## config.mk

```make
export PLATFORM = sky130hd
export DESIGN_NAME = bet_entry_ctrl
export DESIGN_NICKNAME = d
export VERILOG_FILES = /design/src/rtl/roulette_pkg.sv /design/src/rtl/bet_slot_stack.sv /design/src/rtl/bet_entry_ctrl.sv
export SDC_FILE = /design/constraint.sdc
export NUM_CORES = 1
export LEC_CHECK = 0
export ABC_AREA = 1
export ABC_CLOCK_PERIOD_IN_PS = 5450
export CAP_MARGIN = 0
export CORE_UTILIZATION = 52
export CTS_CLUSTER_SIZE = 40
export DETAILED_ROUTE_END_ITERATION = 7
export PLACE_DENSITY_LB_ADDON = 0.12
export REMOVE_ABC_BUFFERS = 1
export SYNTH_ARGS = -nofsm -noshare
export SYNTH_HDL_FRONTEND = slang
export SYNTH_SLANG_ARGS = --single-unit
```

## constraint.sdc

```tcl
create_clock -name clock -period 5.45 [get_ports clock]
set_input_delay 0.8175 -clock clock [delete_from_list [all_inputs] [get_ports clock]]
set_output_delay 0.8175 -clock clock [all_outputs]
set_load 0.05 [all_outputs]
```

## src/rtl/roulette_pkg.sv

```systemverilog
// roulette_pkg: shared opcodes, PS/2 codes and bet-entry state encoding
package roulette_pkg;
  localparam int BET_W = 8;
  localparam logic [5:0] OPC_SPIN = 6'b111110;
  localparam logic [5:0] OPC_NONE = 6'b111111;
  localparam logic [5:0] OPC_UNDO = 6'b111101;
  localparam logic [7:0] PS2_BREAK = 8'hF0;
  localparam logic [7:0] PS2_EXT = 8'hE0;
  typedef enum logic [1:0] {ACCEPT, SKIP, SPIN} state_e;
endpackage

```

## src/rtl/bet_slot_stack.sv

```systemverilog
// bet_slot_stack: fixed-position bet slots with push, pop-top and clear
module bet_slot_stack
  import roulette_pkg::*;
#(
  parameter int MAX_BETS = 12
) (
  input  logic                      clock,
  input  logic                      reset,
  input  logic                      push,
  input  logic                      pop,
  input  logic                      clr,
  input  logic [BET_W-1:0]          din,
  output logic [BET_W*MAX_BETS-1:0] slots,
  output logic [3:0]                count
);
  logic [BET_W-1:0] slot_q [MAX_BETS];
  logic [BET_W-1:0] slot_d [MAX_BETS];
  logic [3:0] count_q, count_d;
  logic do_push, do_pop;
  always_comb begin
    do_push = !clr && push && count_q < 4'(MAX_BETS);
    do_pop = !clr && !push && pop && count_q != 4'd0;
    count_d = clr ? 4'd0 : do_push ? count_q + 4'd1 : do_pop ? count_q - 4'd1 : count_q;
    for (int i = 0; i < MAX_BETS; i++) begin
      slot_d[i] = clr ? '0 : slot_q[i];
      if (do_push && 4'(i) == count_q) slot_d[i] = din;
      if (do_pop && 4'(i) == count_q - 4'd1) slot_d[i] = '0;
    end
  end
  always_ff @(posedge clock) begin
    if (reset) begin
      count_q <= 4'd0;
      for (int i = 0; i < MAX_BETS; i++) slot_q[i] <= '0;
    end else begin
      count_q <= count_d;
      for (int i = 0; i < MAX_BETS; i++) slot_q[i] <= slot_d[i];
    end
  end
  for (genvar g = 0; g < MAX_BETS; g++) begin : g_out
    assign slots[g*BET_W +: BET_W] = slot_q[g];
  end
  assign count = count_q;
endmodule

```

## src/rtl/bet_entry_ctrl.sv

```systemverilog
// bet_entry_ctrl: filters PS/2 keys, validates bets and manages the spin lock
module bet_entry_ctrl
  import roulette_pkg::*;
#(
  parameter int MAX_BETS = 12
) (
  input  logic                      clock,
  input  logic                      reset,
  input  logic                      rx_valid,
  input  logic [7:0]                rx_byte,
  input  logic [5:0]                bet_opcode,
  input  logic [2:0]                color,
  input  logic                      spin_done,
  output logic [BET_W*MAX_BETS-1:0] bets,
  output logic [3:0]                bet_count,
  output logic                      full,
  output logic                      spin_req,
  output logic                      locked,
  output logic                      reject
);
  state_e state_q, state_d;
  logic reject_q, reject_d;
  logic push, pop, clr;
  bet_slot_stack #(.MAX_BETS(MAX_BETS)) u_stack (
    .clock(clock),
    .reset(reset),
    .push (push),
    .pop  (pop),
    .clr  (clr),
    .din  ({color[1:0], bet_opcode}),
    .slots(bets),
    .count(bet_count)
  );
  always_ff @(posedge clock) begin
    if (reset) begin
      state_q <= ACCEPT;
      reject_q <= 1'b0;
    end else begin
      state_q <= state_d;
      reject_q <= reject_d;
    end
  end
  // spin_done outranks a same-cycle byte; in SPIN every byte is dropped
  always_comb begin
    state_d = state_q;
    reject_d = 1'b0;
    push = 1'b0;
    pop = 1'b0;
    clr = 1'b0;
    if (state_q == SPIN) begin
      if (spin_done) begin
        clr = 1'b1;
        state_d = ACCEPT;
      end
    end else if (rx_valid) begin
      if (state_q == SKIP) state_d = ACCEPT;
      else if (rx_byte == PS2_BREAK) state_d = SKIP;
      else if (rx_byte == PS2_EXT) state_d = ACCEPT;
      else if (bet_opcode == OPC_NONE) reject_d = 1'b1;
      else if (bet_opcode == OPC_SPIN) begin
        state_d = bet_count != 4'd0 ? SPIN : ACCEPT;
        reject_d = bet_count == 4'd0;
      end else if (bet_opcode == OPC_UNDO) begin
        pop = bet_count != 4'd0;
        reject_d = bet_count == 4'd0;
      end else begin
        push = color != 3'b000 && !full;
        reject_d = color == 3'b000 || full;
      end
    end
  end
  always_comb begin
    full = bet_count == 4'(MAX_BETS);
    locked = state_q == SPIN;
    spin_req = state_q == SPIN;
    reject = reject_q;
  end
endmodule

```

### After elaboration in Yosys (flattened, before gate mapping)

Memories as Yosys holds them, arrays and structs flattened.
Index checks and enable logic that the tools add are counted.

| operators by class | value |
|---|---|
| order comparisons | 1 |
| bitwise gates (word level) | 13 |
| reductions and logical operators | 45 |
| multiplexer cells | 83 |
| equality and inequality tests | 32 |
| add/sub/neg operators | 2 |

Operators by type and width:

| kind | number |
|---|---|
| $mux 8 | 48 |
| $eq 3x4->1 const A | 8 |
| $eq 4x4->1 const A | 8 |
| $logic_and 1x1->1 | 30 |
| $mux 1 | 24 |
| $eq 6x6->1 const B | 3 |
| $mux 2 | 9 |
| $eq 2x4->1 const A | 4 |
| $eq 8x8->1 const B | 2 |
| $or 1x1->1 | 12 |
| $eq 1x4->1 const A | 2 |
| $logic_not 4->1 | 2 |
| $mux 4 | 2 |
| $reduce_or 6->1 | 1 |
| $ne 5x5->1 const B | 1 |
| $reduce_bool 5->1 | 1 |
| $add 4x1->4 const B | 1 |
| $eq 4x4->1 const B | 1 |
| $lt 4x4->1 const B | 1 |
| $reduce_and 4->1 | 1 |
| $reduce_bool 2->1 | 2 |
| $reduce_bool 4->1 | 1 |
| $sub 4x1->4 const B | 1 |
| $logic_not 1->1 | 3 |
| 8 further kinds | 8 |

| storage, ports and cells | value |
|---|---|
| output and inout bits | 104 |
| flip-flop bits (word level) | 7 |
| RAM bits | 96 |
| memories | 1 |

Memories:

| memory | words | bits a word | read ports | clocked after memory_dff | wr ports | line | text |
|---|---|---|---|---|---|---|---|
| u_stack.slot_q | 12 | 8 | 12 | 0 | 12 | bet_slot_stack.sv:16 | `logic [BET_W-1:0] slot_q [MAX_BETS];` |

### Logic depth before layout (Yosys ltp)

Gate-level depths: netlist of run 1.

| logic depth | value |
|---|---|
| word-level depth | 18 |
| mapped depth | 12 |
| gate-level depth less buffers | 11 |

### By module

Synthesis of run 1 repeated with hierarchy kept, for this count alone.

| second synthesis, totals | value |
|---|---|
| cells, all modules | 802 |
| area total of the unflattened synthesis | 5182.5 um^2 |

Modules (own cells, without submodules):

| module | area an instance (um^2) | times used | seq. area each (um^2) | cells an instance |
|---|---|---|---|---|
| bet_slot_stack | 4803.4 | 1 | 2001.9 | 734 |
| bet_entry_ctrl | 379.1 | 1 | 60.1 | 68 |

### Worst setup path after synthesis of run 1

OpenSTA, ideal clock, no wires.

| timing | value |
|---|---|
| path kind | register to output |
| start | register u_stack.count_q[0], in the netlist u_stack.count[0] |
| end | output port full |
| arrival | 1.737 ns |
| path slack | 2.895 ns |
| stages on the path, launching flop included | 5 |
| cell sequence | dfxtp_1 > inv_1 > ha_1 > inv_2 > nor2_1 |

| on the way | value |
|---|---|
| word-level cells in the longest chain between the ends | 1 |

RTL lines:

| element | line | text |
|---|---|---|
| start, declared | bet_slot_stack.sv:18 | `logic [3:0] count_q, count_d;` |
| start signal, assigned | bet_slot_stack.sv:35 | `count_q <= count_d;` |
| $eq 4x4->1 | bet_entry_ctrl.sv:73 | `full = bet_count == 4'(MAX_BETS);` |
| end, declared | bet_entry_ctrl.sv:16 | `output logic full,` |

No other way between the ends.

==> results by group, run 1 <==
Placed design
  • DP HPWL: between 8000 and 9000 um
  • GP Congestion: 0.873
  • PortBufs: roughly 120

Final layout
  • Post-layout nets: between 700 and 800
  • Share of cells above drive strength 1: 0.113
  • Antenna diode instance count: 0
  • Fillers: ~760
  • P&R area growth vs syn: 29.8%

Global route
  • Remaining Overflow, GRT: 0
  • Largest net degree at the start of global routing: 65
  • Total track usage: 0.282
  • Vias in the first global route: 4342
  • Initial antenna violation count: 0
  • First-pass GRT wire length: about 22000 um

Logic synthesis
  • Top post-synthesis cells by area: dfxtp_1 (44%), nand3_1 (21%), a21oi_1 (9.8%)
  • Syn_area_per_cell: approximately 8 um2
  • Async SR Flop Fraction: 0
  • Top FF cell, synth: dfxtp_1
  • Seq/Total Area, Yosys: 0.437
  • Synth Area in Adders: 0.0212
  • Synth Area in XOR/XNOR: 0.00557
  • Area fraction of the dominant cell type after synthesis: 0.437
  • Post-synth top cells: nand3_1 (201), dfxtp_1 (103), a21oi_1 (92), nand2_1 (34), nor2_1 (24)
  • Largest family of logic cells by synthesized area: simple AND/OR/NAND/NOR gates
  • Multiplexer share of the synthesized area: 0
  • Number of enable flip-flop cells after synthesis: 0
  • Compound-Gate Fraction of Synth Area: 0.155
  • Yosys warnings: 0
  • Syn Std Cell Area: roughly 4700 um2
  • Yosys top cell by area: dfxtp_1
  • Cells after Synth: about 600
  • Post-synthesis cell type count: 33
  • Cell with the most instances after synthesis: nand3_1
  • Seq cells post-synth: about 100
  • Simple-Gate Fraction of Synth Area: 0.318

Routing
  • Routed Antenna Nets: 0
  • Max Used Layer: met4
  • Drt first pass iters: 6
  • Starting DRT DRC Count: about 230
  • Wire per inst: between 15 and 20 um
  • M1 WL: around 5800 um
  • DRC Markers: 0
  • Vias/cell: 5.86
  • Final wirelength: 13400 um
  • Via count: approximately 4700
  • Met3 WL: 892 um
  • DR WL met2: between 6000 and 7000 um

Critical path
  • WP data required: 5740 ps
  • Crit path largest cell delay: 1000 ps
  • Crit path kind: in -> reg
  • CP Launch Type: input pin
  • WP buf/inv: 3
  • Crit-path cells: clkdlybuf4s50_1, nor2_1, nand2_1, nand2_2, nor2_4, nand2_2, clkinv_2, buf_4, nand3_1, a21oi_1
  • Slowest-stage cell, CP: clkdlybuf4s50_1
  • Worst Setup End Kind: flop
  • Most common cell on crit path: nand2_2
  • CP arrival: roughly 4000 ps
  • Crit-path max FO: 56
  • CP delay by family, top: buffers and inverters

Power and ir drop
  • Leakage: roughly 2 nW
  • P_sw: 0.000530 W
  • Clk pwr share: 0.289
  • Sw frac: 0.335
  • VDD IR max: between 0.1 and 0.15 mV
  • Register share of total power: 0.498
  • Combinational power share: 0.213
  • Pwr Density: ~260 nW/um2
  • Internal Power: between 0.001 and 0.0015 W

Floorplan
  • # rows: 34
  • Die Area: 9460 um2
  • Core area: slightly below 9000 um2
  • Die height: between 90 and 100 um
  • Die W: just under 100 um
  • Initial core utilization: 0.539
  • I/O pin total: 125

Clocking
  • Skew-Pair Late Insertion Delay: 360 ps
  • H-tree level count: 3
  • Clk slew on worst S/H paths: approximately 100 ps
  • Deepest clock path buffer count: 2
  • CTS tree: yes
  • # Post-CTS Setup Buffers: 0
  • CTS resizes: 0
  • Sink Count: 103
  • # hold bufs at CTS: 0
  • Root Driver: clkbuf_8
  • Number of CTS-inserted buffers: 9

STA
  • Fmax: between 0.2 and 0.3 GHz
  • Slew headroom: 0.455
  • Final setup vio count: 0
  • Count of pins over their slew limit: 0
  • RSZ-0062 raised after global routing: no
  • Min Hold Slack: 485 ps
  • Post-route setup TNS: 0 ps
  • Final Hold Viols: 0
  • Min Tclk post-route: 3710 ps
  • Worst-Margin Slew: ~810 ps
  • Fin Clk Skew: 11.5 ps
  • Final worst-path cycle share: 0.681

Status
  • Status: finished, final reports clean

Flow run
  • Max_cap viols: 0

Min path
  • Min-Delay Path Class: reg -> reg
==> stage by stage <==
| step | area, um2 | setup WS, ps | instances | util | power (W) |
|---|---|---|---|---|---|
| detailed placement | 5940 | 1430 | 791 | 0.678 | 0.00114 |
| CTS | 6130 | 1780 | 807 | 0.699 | 0.00158 |
| global route | 6130 | 1440 | 807 | 0.699 | 0.00164 |
| finish | 6130 | 1740 | 807 | 0.699 | 0.00158 |
| floorplan | 4520 | 1970 | 553 | - | 0.00102 |
| global placement | 5940 | 1530 | 791 | 0.678 | 0.00113 |
==> final cells by class <==
type                            instances  area (um2)  share of cell area
Tap cell                              108         135              0.0221
Timing Repair Buffer                  130        1290               0.210
Clock inverter                          5        41.3             0.00674
Clock buffer                           11         141              0.0231
Sequential cell                       103        2060               0.337
Inverter                               26        98.8              0.0161
Multi-Input combinational cell        424        2360               0.385
==> sequential cells by signal, summed over array words and instances (netlist names) <==
| register | cells |
|---|---|
| u_stack.count | 4 |
| reject | 1 |
| state_q | 2 |
| u_stack.slot_q | 96 |
==> power groups by stage <==
stage | combinational (W) | sequential [W] | clock [W]
floorplan | 0.000155 | 0.000867 | 0
global placement | 0.000329 | 0.000804 | 0
detailed placement | 0.000333 | 0.000805 | 0
CTS | 0.000334 | 0.000787 | 0.000457
global route | 0.000363 | 0.000790 | 0.000491
finish | 0.000338 | 0.000788 | 0.000457
==> cell usage in the layout (no fill, tap or decap), types with 2 or more instances in the layout <==
cell	instances
nor2_4	4
a21oi_1	92
inv_2	5
nor2_2	8
o21ai_4	4
nand4_1	2
clkinvlp_4	2
a21oi_2	8
clkdlybuf4s50_1	124
xor2_1	2
o21ai_2	9
ha_1	8
dfxtp_1	103
nand3_1	201
inv_1	18
inv_6	2
clkinv_1	2
clkbuf_8	10
nand2_1	33
nor2_1	24
buf_4	6
nand2_2	5
nand2_4	2
o21ai_0	5
nand3_2	9
==> worst register-to-register path, delay by kind of cell, from the launching register on <==
family | cells | cell delay, ps
buffers and inverters | 4 | 1320
and+or+nand+nor | 3 | 740
DFF | 1 | 480
AOI/OAI and AO/OA | 2 | 320
adders and majority gates | 1 | 300
==> cell families (layout without fill, tap and decap cells) <==
| family | Yosys count | in the layout |
|---|---|---|
| compound gates | 122 | 122 |
| fa+ha+maj | 8 | 8 |
| xor+xnor | 3 | 3 |
| simple gates | 291 | 291 |
| buf+inv | 61 | 172 |
| flops | 103 | 103 |
==> worst paths after layout <==
kind                                               to  slack (ps)             startpoint  depth (start not counted)
worst min-delay path            u_stack.slot_q[0][20]         480  u_stack.slot_q[0][20]                          2
worst max-delay path            u_stack.slot_q[0][67]        1740          bet_opcode[0]                         10
worst max register to register  u_stack.slot_q[0][67]        2230       u_stack.count[0]                         10
worst min register to register  u_stack.slot_q[0][20]         480  u_stack.slot_q[0][20]                          2
==> per-layer routing <==
metal | global-route usage | vias to the layer above
li1 | - | 2275
met1 | 0.383 | 2250
met2 | 0.460 | 183
met3 | 0.0482 | 23
met4 | 0.0882 | 0
met5 | 0 | -
Note: power is estimated with default switching activity, not from simulation.
==> run 2, diff against run 1 <==
ABC_CLOCK_PERIOD_IN_PS = 3000   (was 5450)
CORE_UTILIZATION = 44   (was 52)
clock period = 3 ns   (was 5.45 ns; I/O delays follow)
==> run 2 against run 1 <==
Compared with the run above:
- critical path depth is 5 lower
- clock skew increased by 0.95 ps
- sequential power up 81%
- combinational power rose by 87%
- clock power is 91% higher
- clock-buffer cell count stayed put
- worst hold slack gained 3.6 ps
- core utilization down 9.4 points
- setup slack lost 1600 ps
- die area grew 18%
- critical path type is now reg -> out
- highest routed layer unchanged
==> results by group, run 2 (synthesis results as in run 1) <==
Critical path
  • Crit-path cells: inv_1, ha_1, inv_2, nor2_1, clkdlybuf4s50_1 (was clkdlybuf4s50_1, nor2_1, nand2_1, nand2_2, nor2_4, nand2_2, clkinv_2, buf_4, nand3_1, a21oi_1)
  • WP data required: 2550 ps (was 5740 ps)
  • Crit-path max FO: 7 (was 56)
  • CP delay by family, top: buffers and inverters (unchanged)
  • WP buf/inv: 3 (unchanged)
  • Crit path largest cell delay: 710 ps (was 1000 ps)
  • CP Launch Type: flop (was input pin)
  • CP arrival: 2400 ps (was 4000 ps)
  • Crit path kind: reg -> out (was in -> reg)
  • Worst Setup End Kind: output pin (was flop)
  • Slowest-stage cell, CP: clkdlybuf4s50_1 (unchanged)

Clocking
  • CTS resizes: 0 (unchanged)
  • # hold bufs at CTS: 0 (unchanged)
  • Sink Count: 103 (unchanged)
  • Number of CTS-inserted buffers: 9 (unchanged)
  • Skew-Pair Late Insertion Delay: 360 ps (about the same)
  • Deepest clock path buffer count: 2 (unchanged)
  • H-tree level count: 3 (unchanged)
  • Clk slew on worst S/H paths: 100 ps (about the same)
  • # Post-CTS Setup Buffers: 0 (unchanged)
  • Root Driver: clkbuf_8 (unchanged)
  • CTS tree: yes (unchanged)

Status
  • Status: finished, final reports clean (unchanged)

Floorplan
  • # rows: 37 (was 34)
  • Die Area: 11100 um2 (was 9460 um2)
  • I/O pin total: 125 (unchanged)
  • Core area: 10400 um2 (was 8760 um2)
  • Die W: 106 um (was 97.3 um)
  • Initial core utilization: 0.455 (was 0.539)
  • Die height: 106 um (was 97.3 um)

STA
  • Post-route setup slack: 148 ps (was 1740 ps)
  • Fmax: between 0.3 and 0.4 GHz
  • Slew headroom: 0.459 (was 0.455)
  • RSZ-0062 raised after global routing: no (unchanged)
  • Count of pins over their slew limit: 0 (unchanged)
  • Min Tclk post-route: 2850 ps
  • Final worst-path cycle share: 0.951
  • Final setup vio count: 0 (unchanged)
  • Fin Clk Skew: 12.5 ps (was 11.5 ps)
  • Final Hold Viols: 0 (unchanged)
  • Worst-Margin Slew: 811 ps (was 815 ps)

Final layout
  • Register Area: 2060 um2 (unchanged)
  • Most common cell after layout, fill and taps aside: nand3_1 (unchanged)
  • Fillers: 964 (was 758)
  • Finished Core Util: 0.605 (was 0.699)
  • Multi-input logic area: 2360 um2 (unchanged)
  • Final instance area: 6270 um2 (was 6130 um2)
  • Most frequent cells in the layout: nand3_1 (201), clkdlybuf4s50_1 (124), dfxtp_1 (103) (unchanged)
  • Post-Layout Cell Count: 844 (was 807)
  • Largest register FFs: 96 (unchanged)
  • Share of cells above drive strength 1: 0.126 (was 0.113)
  • P&R area growth vs syn: 32.8% (was 29.8%)
  • Antenna diode instance count: 0 (unchanged)
  • Top reg by flops: u_stack.slot_q (unchanged)
  • Post-layout nets: 732 (was 723)

Global route
  • Grt met1 use: 0.344 (was 0.383)
  • Grt met2 use: 0.437 (was 0.460)
  • M3 GR Usage: 0.0390 (was 0.0482)
  • First-pass GRT wire length: 22800 um (was 21800 um)
  • Global route hottest layer: met2 (unchanged)
  • Total track usage: 0.259 (was 0.282)
  • Largest net degree at the start of global routing: 57 (was 65)
  • Remaining Overflow, GRT: 0 (unchanged)
  • Initial antenna violation count: 0 (unchanged)
  • Vias in the first global route: 4429 (was 4342)

Routing
  • Wire per inst: 16.9 um (was 16.6 um)
  • Final wirelength: 14300 um (was 13400 um)
  • DRC Markers: 0 (unchanged)
  • Drt first pass iters: 6 (unchanged)
  • Starting DRT DRC Count: 220 (was 229)
  • Routed Antenna Nets: 0 (unchanged)
  • Via count: 4704 (was 4731)
  • Vias/cell: 5.57 (was 5.86)

Flow run
  • Max_cap viols: 0 (unchanged)

Placed design
  • PortBufs: 124 (unchanged)
  • GP Congestion: 0.843 (was 0.873)
  • Worst slack, placed: 387 ps (was 1430 ps)
  • DP HPWL: 9800 um (was 8680 um)
  • Dpl cells: 828 (was 791)
  • Placed Instance Area: 6070 um2 (was 5940 um2)

Power and ir drop
  • VDD IR max: 0.295 mV (was 0.124 mV)
  • Leakage: 2.07 nW (was 2.00 nW)
  • Design Power: 0.00294 W (was 0.00158 W)
  • Pwr Density: 468 nW/um2 (was 258 nW/um2)

Min path
  • Min-Delay Path Class: reg -> reg (unchanged)
## run 2: cell types whose count changed in the layout (fill, tap and decap cells not counted)
cell	before	now
clkinvlp_4	2	1
buf_12	0	2
clkbuf_1	1	0
clkbuf_8	10	11
inv_6	2	1
inv_8	0	2
buf_4	6	13
## run 2: path summary, 6_finish.rpt
check | slack [ps] | depth (start not counted) | to | start
worst max-delay path | 150 | 5 | full | u_stack.count[0]
worst min-delay path | 490 | 2 | u_stack.slot_q[0][77] | u_stack.slot_q[0][77]
worst max register to register | 470 | 10 | u_stack.slot_q[0][28] | u_stack.count[0]
worst min register to register | 490 | 2 | u_stack.slot_q[0][77] | u_stack.slot_q[0][77]
## run 2: power by group
part / leakage, nW / internal (W) / switching, W / total, W
sequential: 0.832 / 0.00140 / 0.0000321 / 0.00143
combinational: 1.13 / 0.000189 / 0.000443 / 0.000632
clock: 0.100 / 0.000364 / 0.000507 / 0.000871
total: 2.07 / 0.00195 / 0.000982 / 0.00294
## run 2: metrics by stage
step,hold WS [ps],setup TNS (ps)
after detailed placement,475,0
after floorplan,457,-29160
after global routing,508,0
after global placement,469,0
after CTS,489,0
final,488,0
## run 2: tightest hold or removal path: cells and delay by family, from the launching register on
kind,cells,cell delay (ps)
AO/OA/AOI/OAI,1,50
flip-flops,1,320
AND/OR/NAND/NOR,1,70
## run 2: routing by layer
metal,share of wire,vias to the layer above
li1,-,2296
met1,0.44,2221
met2,0.49,172
met3,0.055,15
met4,0.013,0
met5,0,-
## run 2: final cells by class
| cell class | instances | share of cell area |
|---|---|---|
| Sequential cell | 103 | 0.329 |
| Inverter | 26 | 0.0158 |
| Timing Repair Buffer | 139 | 0.220 |
| Clock buffer | 11 | 0.0241 |
| Clock inverter | 5 | 0.00758 |
| Multi-Input combinational cell | 424 | 0.377 |
| Tap cell | 136 | 0.0271 |
==> run 3, diff against run 2 <==
SLEW_MARGIN = 5   (was not set)
TNS_END_PERCENT = 30   (was not set)
==> results of run 3 <==
No change in the layout: final DEF, timing and power equal those of run 2.
